### src/rtl/dec_ex_pkg.sv
// Shared types and constants for the decode->execute pipeline register stage.
package dec_ex_pkg;

  typedef enum logic {RUN = 1'b0, BUBBLE = 1'b1} state_e;

  typedef enum logic [1:0] {FWD_NONE = 2'd0, FWD_MEM = 2'd1, FWD_WB = 2'd2} fwd_sel_e;

  localparam int X0           = 0;
  localparam int LOAD_LAT_MIN = 1;
  localparam int LOAD_LAT_MAX = 3;

endpackage

### src/rtl/dec_ex_fwd_sel.sv
// Operand forwarding mux: mem beats wb beats the supplied register value; x0 reads as 0.
module dec_ex_fwd_sel
  import dec_ex_pkg::*;
#(
  parameter int XLEN = 32,
  parameter int RA_W = 5
) (
  input  logic [RA_W-1:0] addr,
  input  logic [XLEN-1:0] data,
  input  logic [RA_W-1:0] mem_rd,
  input  logic            mem_rf_we,
  input  logic [XLEN-1:0] mem_result,
  input  logic [RA_W-1:0] wb_rd,
  input  logic            wb_rf_we,
  input  logic [XLEN-1:0] wb_data,
  output logic [XLEN-1:0] fwd_data
);

  fwd_sel_e sel;

  always_comb begin
    sel = FWD_NONE;
    if (mem_rf_we && mem_rd == addr)     sel = FWD_MEM;
    else if (wb_rf_we && wb_rd == addr)  sel = FWD_WB;
  end

  always_comb begin
    case (sel)
      FWD_MEM: fwd_data = mem_result;
      FWD_WB:  fwd_data = wb_data;
      default: fwd_data = data;
    endcase
    if (addr == RA_W'(X0)) fwd_data = '0;
  end

endmodule

### src/rtl/dec_ex_pipe.sv
// Registered decode->execute boundary with forwarding, load-use bubbling and flush.
// Define DEC_EX_PERF_CNT_EN to add saturating stall/bubble performance counters.
module dec_ex_pipe
  import dec_ex_pkg::*;
#(
  parameter int XLEN     = 32,
  parameter int CTRL_W   = 24,
  parameter int RA_W     = 5,
  parameter int LOAD_LAT = 1
) (
  input  logic              clk,
  input  logic              rst,
  input  logic              flush,
  input  logic              dec_valid,
  output logic              dec_ready,
  input  logic [XLEN-1:0]   dec_pc,
  input  logic [XLEN-1:0]   dec_pc_plus_4,
  input  logic [XLEN-1:0]   dec_imm,
  input  logic [RA_W-1:0]   dec_rs1_addr,
  input  logic [RA_W-1:0]   dec_rs2_addr,
  input  logic [XLEN-1:0]   dec_rs1_data,
  input  logic [XLEN-1:0]   dec_rs2_data,
  input  logic [RA_W-1:0]   dec_rd,
  input  logic              dec_rf_we,
  input  logic              dec_is_load,
  input  logic [CTRL_W-1:0] dec_ctrl,
  input  logic              ex_ready,
  output logic              ex_valid,
  output logic [XLEN-1:0]   ex_pc,
  output logic [XLEN-1:0]   ex_pc_plus_4,
  output logic [XLEN-1:0]   ex_imm,
  output logic [XLEN-1:0]   ex_opa,
  output logic [XLEN-1:0]   ex_opb,
  output logic [RA_W-1:0]   ex_rd,
  output logic              ex_rf_we,
  output logic              ex_is_load,
  output logic [CTRL_W-1:0] ex_ctrl,
  input  logic [RA_W-1:0]   mem_rd,
  input  logic              mem_rf_we,
  input  logic [XLEN-1:0]   mem_result,
  input  logic [RA_W-1:0]   wb_rd,
  input  logic              wb_rf_we,
  input  logic [XLEN-1:0]   wb_data,
  output logic              hazard_stall
`ifdef DEC_EX_PERF_CNT_EN
  ,
  output logic [31:0]       perf_stall_cnt,
  output logic [31:0]       perf_bubble_cnt
`endif
);

  if (LOAD_LAT < LOAD_LAT_MIN || LOAD_LAT > LOAD_LAT_MAX) begin : g_bad_lat
    $error("dec_ex_pipe: LOAD_LAT out of range");
  end

  state_e          state, state_nxt;
  logic [1:0]      cnt, cnt_nxt;
  logic [RA_W-1:0] rs1_q, rs2_q;
  logic [XLEN-1:0] opa_q, opb_q, cap_rs1, cap_rs2;
  logic            lu_hit, in_xfer, out_xfer;

  assign lu_hit = ex_valid && ex_is_load && ex_rf_we && (ex_rd != RA_W'(X0)) && dec_valid &&
                  (dec_rs1_addr == ex_rd || dec_rs2_addr == ex_rd);
  assign dec_ready    = !flush && state == RUN && !lu_hit && (!ex_valid || ex_ready);
  assign in_xfer      = dec_valid && dec_ready;
  assign out_xfer     = ex_valid && ex_ready;
  assign hazard_stall = (state == BUBBLE);

  // Capture-side pre-forwarding, then live forwarding on the held operands.
  dec_ex_fwd_sel #(.XLEN(XLEN), .RA_W(RA_W)) u_cap_rs1 (
    .addr(dec_rs1_addr), .data(dec_rs1_data), .mem_rd(mem_rd), .mem_rf_we(mem_rf_we),
    .mem_result(mem_result), .wb_rd(wb_rd), .wb_rf_we(wb_rf_we), .wb_data(wb_data),
    .fwd_data(cap_rs1));
  dec_ex_fwd_sel #(.XLEN(XLEN), .RA_W(RA_W)) u_cap_rs2 (
    .addr(dec_rs2_addr), .data(dec_rs2_data), .mem_rd(mem_rd), .mem_rf_we(mem_rf_we),
    .mem_result(mem_result), .wb_rd(wb_rd), .wb_rf_we(wb_rf_we), .wb_data(wb_data),
    .fwd_data(cap_rs2));
  dec_ex_fwd_sel #(.XLEN(XLEN), .RA_W(RA_W)) u_ex_opa (
    .addr(rs1_q), .data(opa_q), .mem_rd(mem_rd), .mem_rf_we(mem_rf_we),
    .mem_result(mem_result), .wb_rd(wb_rd), .wb_rf_we(wb_rf_we), .wb_data(wb_data),
    .fwd_data(ex_opa));
  dec_ex_fwd_sel #(.XLEN(XLEN), .RA_W(RA_W)) u_ex_opb (
    .addr(rs2_q), .data(opb_q), .mem_rd(mem_rd), .mem_rf_we(mem_rf_we),
    .mem_result(mem_result), .wb_rd(wb_rd), .wb_rf_we(wb_rf_we), .wb_data(wb_data),
    .fwd_data(ex_opb));

  // BUBBLE lasts LOAD_LAT cycles: counter starts at LOAD_LAT-1 and exits at 0.
  always_comb begin
    state_nxt = state;
    cnt_nxt   = cnt;
    case (state)
      RUN: if (lu_hit && ex_ready) begin
        state_nxt = BUBBLE;
        cnt_nxt   = 2'(LOAD_LAT - 1);
      end
      BUBBLE: if (cnt == 2'd0) state_nxt = RUN;
              else             cnt_nxt   = cnt - 2'd1;
      default: state_nxt = RUN;
    endcase
  end

  always_ff @(posedge clk or negedge rst) begin
    if (!rst) begin
      state <= RUN;
      cnt   <= 2'd0;
    end else if (flush) begin
      state <= RUN;
      cnt   <= 2'd0;
    end else begin
      state <= state_nxt;
      cnt   <= cnt_nxt;
    end
  end

  always_ff @(posedge clk or negedge rst) begin
    if (!rst) begin
      ex_valid     <= 1'b0;
      ex_pc        <= '0;
      ex_pc_plus_4 <= '0;
      ex_imm       <= '0;
      ex_rd        <= '0;
      ex_rf_we     <= 1'b0;
      ex_is_load   <= 1'b0;
      ex_ctrl      <= '0;
      rs1_q        <= '0;
      rs2_q        <= '0;
      opa_q        <= '0;
      opb_q        <= '0;
    end else if (flush) begin
      ex_valid <= 1'b0;
    end else if (in_xfer) begin
      ex_valid     <= 1'b1;
      ex_pc        <= dec_pc;
      ex_pc_plus_4 <= dec_pc_plus_4;
      ex_imm       <= dec_imm;
      ex_rd        <= dec_rd;
      ex_rf_we     <= dec_rf_we;
      ex_is_load   <= dec_is_load;
      ex_ctrl      <= dec_ctrl;
      rs1_q        <= dec_rs1_addr;
      rs2_q        <= dec_rs2_addr;
      opa_q        <= cap_rs1;
      opb_q        <= cap_rs2;
    end else if (out_xfer) begin
      ex_valid <= 1'b0;
    end else if (ex_valid) begin
      // A retiring writer must be latched now; it will not be visible on wb later.
      if (wb_rf_we && wb_rd == rs1_q && rs1_q != RA_W'(X0)) opa_q <= wb_data;
      if (wb_rf_we && wb_rd == rs2_q && rs2_q != RA_W'(X0)) opb_q <= wb_data;
    end
  end

`ifdef DEC_EX_PERF_CNT_EN
  always_ff @(posedge clk or negedge rst) begin
    if (!rst) begin
      perf_stall_cnt  <= '0;
      perf_bubble_cnt <= '0;
    end else begin
      if (dec_valid && !dec_ready && perf_stall_cnt != '1) perf_stall_cnt <= perf_stall_cnt + 32'd1;
      if (state == BUBBLE && perf_bubble_cnt != '1)        perf_bubble_cnt <= perf_bubble_cnt + 32'd1;
    end
  end
`endif

endmodule

### config.mk
export PLATFORM = sky130hd
export DESIGN_NAME = dec_ex_pipe
export DESIGN_NICKNAME = d
export VERILOG_FILES = /design/src/rtl/dec_ex_pkg.sv /design/src/rtl/dec_ex_fwd_sel.sv /design/src/rtl/dec_ex_pipe.sv
export SDC_FILE = /design/constraint.sdc
export NUM_CORES = 1
export LEC_CHECK = 0
export CORE_AREA = 2 2 185 187
export CTS_CLUSTER_DIAMETER = 80
export CTS_CLUSTER_SIZE = 14
export DETAILED_ROUTE_END_ITERATION = 12
export DIE_AREA = 0 0 187 189
export MAX_ROUTING_LAYER = met4
export PLACE_DENSITY = 0.77
export SLEW_MARGIN = 10
export SYNTH_ARGS = -nofsm -noshare
export SYNTH_HDL_FRONTEND = slang
export SYNTH_SLANG_ARGS = --single-unit
### constraint.sdc
create_clock -name clk -period 2.6 [get_ports clk]
set_input_delay 0.26 -clock clk [delete_from_list [all_inputs] [get_ports clk]]
set_output_delay 0.26 -clock clk [all_outputs]
set_load 0.05 [all_outputs]
==> Yosys cells after proc, flatten, opt, wreduce, memory -nomap -nowiden <==
Cells that the tools add are included.
Widths: inputs -> output; s select.
{ "word_totals": {"register_bits": 205, "input_bits": 282, "output_inout_bits": 194, "wordCells": 115} }
{ "classes": {"addsub": 1, "eq_ne": 21, "muxes": 35, "bitwise": 2, "reduce_logical": 42} }
{ "op_table": {"columns": ["op", "n"], "rows": [
  ["$mux 32", 12],
  ["$pmux 32 s2", 4],
  ["$eq 5x5->1", 10],
  ["$mux 2", 11],
  ["$logic_and 1x1->1", 21],
  ["$logic_not 5->1", 4],
  ["$reduce_bool 5->1", 3],
  ["$eq 2x1->1 const B", 4],
  ["$eq 2x2->1 const B", 4],
  ["$reduce_and 4->1", 2],
  ["$mux 1", 6],
  ["$reduce_bool 2->1", 3],
  ["$pmux 2 s2", 1],
  ["$reduce_and 2->1", 2],
  ["$logic_not 1->1", 3],
  ["$ne 3x2->1 const B", 1],
  ["$ne 3x3->1 const B", 1],
  ["$reduce_bool 3->1", 1],
  ["$logic_not 2->1", 1],
  ["$logic_or 1x1->1", 2],
  ["$ne 2x2->1 const B", 1],
  ["$not 1->1", 2],
  ["$pmux 1 s2", 1],
  ["$sub 2x1->2 const B", 1]
]} }

==> Longest topological paths before layout <==
Gate-level depths: netlist of the first run.
{ "logic_depth": {"word_depth": 11, "ltp_mapped": 10, "depth_no_buf": 6} }

==> By module <==
Synthesis of the first run repeated with hierarchy kept, for this count alone.
{ "hier_totals": {"hier_cells": 1263, "hier_area_um2": 14785.4} }
{ "by_module_without_submodules": {"columns": ["module", "instances", "cells_per_inst", "area_per_inst_um2", "seq_area_each_um2"], "rows": [
  ["dec_ex_pipe", 1, 559, 9670.5, 5129.9],
  ["dec_ex_fwd_sel", 4, 176, 1278.7, 0.0]
]} }

==> Worst setup path after synthesis of the first run <==
No wires, ideal clock.
{ "synth_path": {"path_kind": "reg2out", "start": "register ex_rd[0]", "end": "output port dec_ready", "t_arrival_ns": 2.676, "required_ns": 2.340, "slack_ns": -0.336, "stages_incl_launch_ff": 6, "n_path_buf": 0, "path_cell_list": "dfrtp_1 > xnor2_1 > nand3_1 > o22ai_1 > and2_1 > nor4_1"} }
{ "synth_via": {"elab_chain_len": 7, "word_cells_on_any_way": 10, "classes_between": "2 x eq/ne; 8 x reduce/logical"} }
{ "synth_rtl": {"columns": ["item", "line", "rtl"], "rows": [
  ["start, declared", "dec_ex_pipe.sv:34", "output logic [RA_W-1:0] ex_rd,"],
  ["start signal, assigned", "dec_ex_pipe.sv:136", "ex_rd <= dec_rd;"],
  ["$reduce_bool 5->1", "dec_ex_pipe.sv:62", "assign lu_hit = ex_valid && ex_is_load && ex_rf_we && (ex_rd != RA_W'(X0)) && dec_valid &&"],
  ["$logic_and 1x1->1 (2 in a row)", "dec_ex_pipe.sv:62", null],
  ["$logic_and 1x1->1 *", "dec_ex_pipe.sv:62", null],
  ["$logic_not 1->1 *", "dec_ex_pipe.sv:64", "assign dec_ready = !flush && state == RUN && !lu_hit && (!ex_valid || ex_ready);"],
  ["$logic_and 1x1->1 * (2 in a row)", "dec_ex_pipe.sv:64", null],
  ["end, declared", "dec_ex_pipe.sv:15", "output logic dec_ready,"]
]} }
Mark *: on every way between the ends. The rest lies on a longest branch, timed or not.

==> Worst setup path in the final report of the first run <==
{ "layout_path": {"start": "register rs2_q[2]", "end": "output port ex_opb[27]"} }
{ "layout_via": {"elab_chain_len": 7, "word_cells_on_any_way": 11, "classes_between": "4 x eq/ne; 4 x mux; 3 x reduce/logical"} }
{ "layout_rtl": {"columns": ["item", "line", "rtl"], "rows": [
  ["start, declared", "dec_ex_pipe.sv:58", "logic [RA_W-1:0] rs1_q, rs2_q;"],
  ["start signal, assigned", "dec_ex_pipe.sv:141", "rs2_q <= dec_rs2_addr;"],
  ["$eq 5x5->1", "dec_ex_fwd_sel.sv:24", "else if (wb_rf_we && wb_rd == addr) sel = FWD_WB;"],
  ["$logic_and 1x1->1", "dec_ex_fwd_sel.sv:24", null],
  ["$mux 2", "dec_ex_fwd_sel.sv:24", null],
  ["$mux 2", "dec_ex_fwd_sel.sv:23", "if (mem_rf_we && mem_rd == addr) sel = FWD_MEM;"],
  ["$eq 2x2->1 or $eq 2x1->1 (tied branches)", "dec_ex_fwd_sel.sv:28", "case (sel)"],
  ["$pmux 32 s2", "dec_ex_fwd_sel.sv:28", null],
  ["$mux 32 *", "dec_ex_fwd_sel.sv:33", "if (addr == RA_W'(X0)) fwd_data = '0;"],
  ["end, declared", "dec_ex_pipe.sv:33", "output logic [XLEN-1:0] ex_opb,"]
]} }
Marks and branches as above.

==> impl_metrics.toml, run 1 <==
[status]
status = "finished, violations left"
violations = "setup timing"

[grt]
grt_pass1_vias = 13857
antenna_found_initial = 8
track_usage_pct = 29.2
grt_pass1_wl_um = 79400
grt_max_degree = 72
grt_overflow = 0

[floorplan]
fp.coreArea_um2 = 33300
die_x_um = 187
initial_utilization_pct = 37.1
row_count = 67
ioPinCount = 476
die_y_um = 189
die_area_um2 = 35300

[clocking]
cts-root-buf = "clkbuf_16"
htree_num_levels = 1
clkSinkCount = 205
path_clk_slew_ns = 0.07
clockBufferDepth = 3
cts_tree = "yes"
cts_buffers = 19
insertion_delay_ns = 0.51

[yosys]
synth_ff_type = "dfrtp_1"
syn-num-nets = 1693
ys_types = 49
synth_warnings = 0
synth.top_cells.by_area = "dfrtp_1 (41%), nand2_1 (13%), o211ai_2 (6.1%)"
yosys.area.top_type = "dfrtp_1"
synth_top_area_share_pct = 41.5
synth_edf_count = 0
async_flop_share_pct = 100
synth_seq_area_share_pct = 41.5
synthCells = 1410
syn_avg_cell_area_um2 = 8.77
synthesis.area_um2 = 12400
synth-seq-cells = 205

[sta]
period_needed_ns = 2.83
finalHoldViolCount = 0
fin_worst_skew_ns = 0.0199
relSlewSlack_pct = 55.8
rsz0062_at_grt = "yes"
clock.fmax_ghz = 0.354
fin_ws_ns = -0.228
setup_violations = 64
period_share_pct = 109
holdWs_ns = 0.276
max_slew.worst_pin.slew_ns = 0.661
final_max_slew_viol_count = 0

[hold_path]
hold_class = "input port to register"
min_from = "dec_pc[7]"
hold_path_depth = 3

[final_layout]
layout-drive-gt1-share_pct = 21.1
final_area_um2 = 20400
nets = 2197
syn_to_final_growth_pct = 65.4

[critical_path]
cp.depth = 8
crit_buf_inv = 4
crit_required_ns = 2.34
worstPathCellList = "buf_6 > xor2_2 > nor4_4 > nand3_4 > buf_12 > a211oi_1 > buf_4 > buf_12"
cp_max_fo = 30
crit_path_max_incr_delay_ns = 0.41
path_delay_family = "buffers and inverters"
critPathMostFrequentCell = "buf_12"
ff2ff_path_depth = 10
critPathSlowestCell = "dfrtp_1"
arrival_ns = 2.57
endpoint_kind = "output port"
reg2reg_from = "rs2_q[0]"
crit_type = "register to output port"
crit_path_start_kind = "register"
setup.worst_path.start = "rs2_q[2]"

[place]
dp_hpwl_um = 36900
port_buffers = 475
placed_area_um2 = 19100
gp_congestion = 0.912

[detailed_routing]
first_pass_iters = 7
drt_iter0_drc = 1004
via_per_inst = 5.61
ant_nets = 0
route.vias.total = 13338
wl_per_cell_um = 22.0
drcViolationCount = 0
routed_wl_um = 52300

[power_and_ir_drop]
ir_drop_mv = 0.486
p_per_area_nw_per_um2 = 656
p_leak_nw = 8.81

[job]
cap_viol_max_count = 0
[logic make-up (layout without fill, tap and decap cells)]
| family | count (synthesis) | after routing | share of synthesized area, % |
|---|---|---|---|
| AND/OR/NAND/NOR | 534 | 534 | 17.4 |
| AO/OA/AOI/OAI | 389 | 389 | 24.8 |
| flip-flops | 205 | 205 | 41.5 |
| buffers and inverters | 167 | 676 | 7.52 |
| multiplexers | 64 | 64 | 5.18 |
| XOR/XNOR | 50 | 50 | 3.54 |
| adder cells (fa/ha/maj) | 1 | 1 | 0.101 |
| other | 0 | 9 | 0 |
[layout make-up]
cell class,count,area [um^2]
clock buffer,21,493
sequential,205,5130
inverter,35,131
fill,2685,12800
clock inverter,5,57.6
tap,448,561
multi-input combinational,1038,7000
antenna,9,22.5
timing repair buffer,615,7050
[flip-flops by register name (all words and copies together), names as in the netlist]
register,count
ex_rf_we,1
rs2_q,5
ex_valid,1
hazard_stall,1
ex_pc_plus_4,32
ex_rd,5
ex_ctrl,24
opa_q,32
cnt,2
ex_pc,32
opb_q,32
rs1_q,5
ex_imm,32
ex_is_load,1
[cells in the mapped netlist (3+ instances only)]
master	count
xnor2_1	30
or2_1	3
buf_6	20
nor4_1	7
nor3_1	6
nand4_1	3
nor2_1	71
a2bb2oi_1	62
buf_12	3
clkbuf_4	6
a211oi_1	66
nand3_1	4
a21oi_1	3
inv_1	35
buf_4	7
buf_2	44
dfrtp_1	205
mux2i_1	64
nand2_1	420
xor2_1	20
o2111ai_1	62
o21ai_0	94
o21ai_1	31
o211ai_2	60
clkbuf_1	51
[tightest hold or removal path, stage by stage]
cell             delay, ns
clkdlybuf4s50_1       0.39
nand2_1               0.06
nand2_1               0.04
[stage by stage]
stage | setup WS (ns) | util [%] | setup TNS [ns] | cells | total power [W]
4_1_cts | -0.250 | 60.5 | -12.29 | 2363 | 0.0134
6_report | -0.228 | 61.4 | -10.96 | 2376 | 0.0134
3_5_place_dp | -0.213 | 57.5 | -2.62 | 2325 | 0.0105
2_1_floorplan | -0.232 | - | -6.92 | 1410 | 0.00734
3_3_place_gp | -0.287 | 57.5 | -2.65 | 2325 | 0.0104
5_1_grt | -0.359 | 61.4 | -17.52 | 2375 | 0.0139
[routing by layer]
layer  routed length (um)  up-vias  part of all wire (%)  GRT usage (%)
li1                     -     5936                     -              -
met1                19100     6352                    37           33.0
met2                25200      850                    48           48.7
met3                 5180      200                   9.9           7.01
met4                 2760        0                   5.3           14.3
met5                    0        -                     0              -
[where the power goes]
part | switching [W] | internal (W)
Clock | 0.00125 | 0.00145
Sequential | 0.000368 | 0.00369
Combinational | 0.00375 | 0.00291
[placed cells by master (no fill, tap or decap), drive strengths merged, types with 4 or more instances in the layout]
cell type      count
nand4              4
o21ai            125
nand3              5
diode              9
o211ai            62
nand2            422
nor4               8
o2111ai           62
dfrtp            205
mux2i             64
or2                4
inv               36
xor2              20
buf              203
xnor2             30
clkbuf            23
a2bb2oi           62
a211oi            66
nor3               6
nor2              73
clkdlybuf4s50    409
[worst paths after layout]
path                              end  slack, ns
min in group asynchronous    opa_q[5]       0.33
setup / recovery           ex_opb[27]      -0.23
hold reg to reg              ex_pc[4]       0.47
hold / removal               ex_pc[7]       0.28
max in group asynchronous  ex_imm[16]       1.53
setup reg to reg            opb_q[29]       0.16
[repair_timing]
item	in CTS	in global routing
resized for setup	57	55
buffers inserted	11	5
pin swaps	53	7
endpoints found under the setup margin	64	64
endpoints found under the hold margin	65	0
gates cloned	3	3
hold buffers	1	0
No activity file was read; power rests on OpenSTA's default activity.
==> run 2, diff against run 1 <==
- ABC_CLOCK_PERIOD_IN_PS: default -> 2600
==> results of run 2 <==
Same layout as run 1: the final DEF is identical, and so are final timing and power.
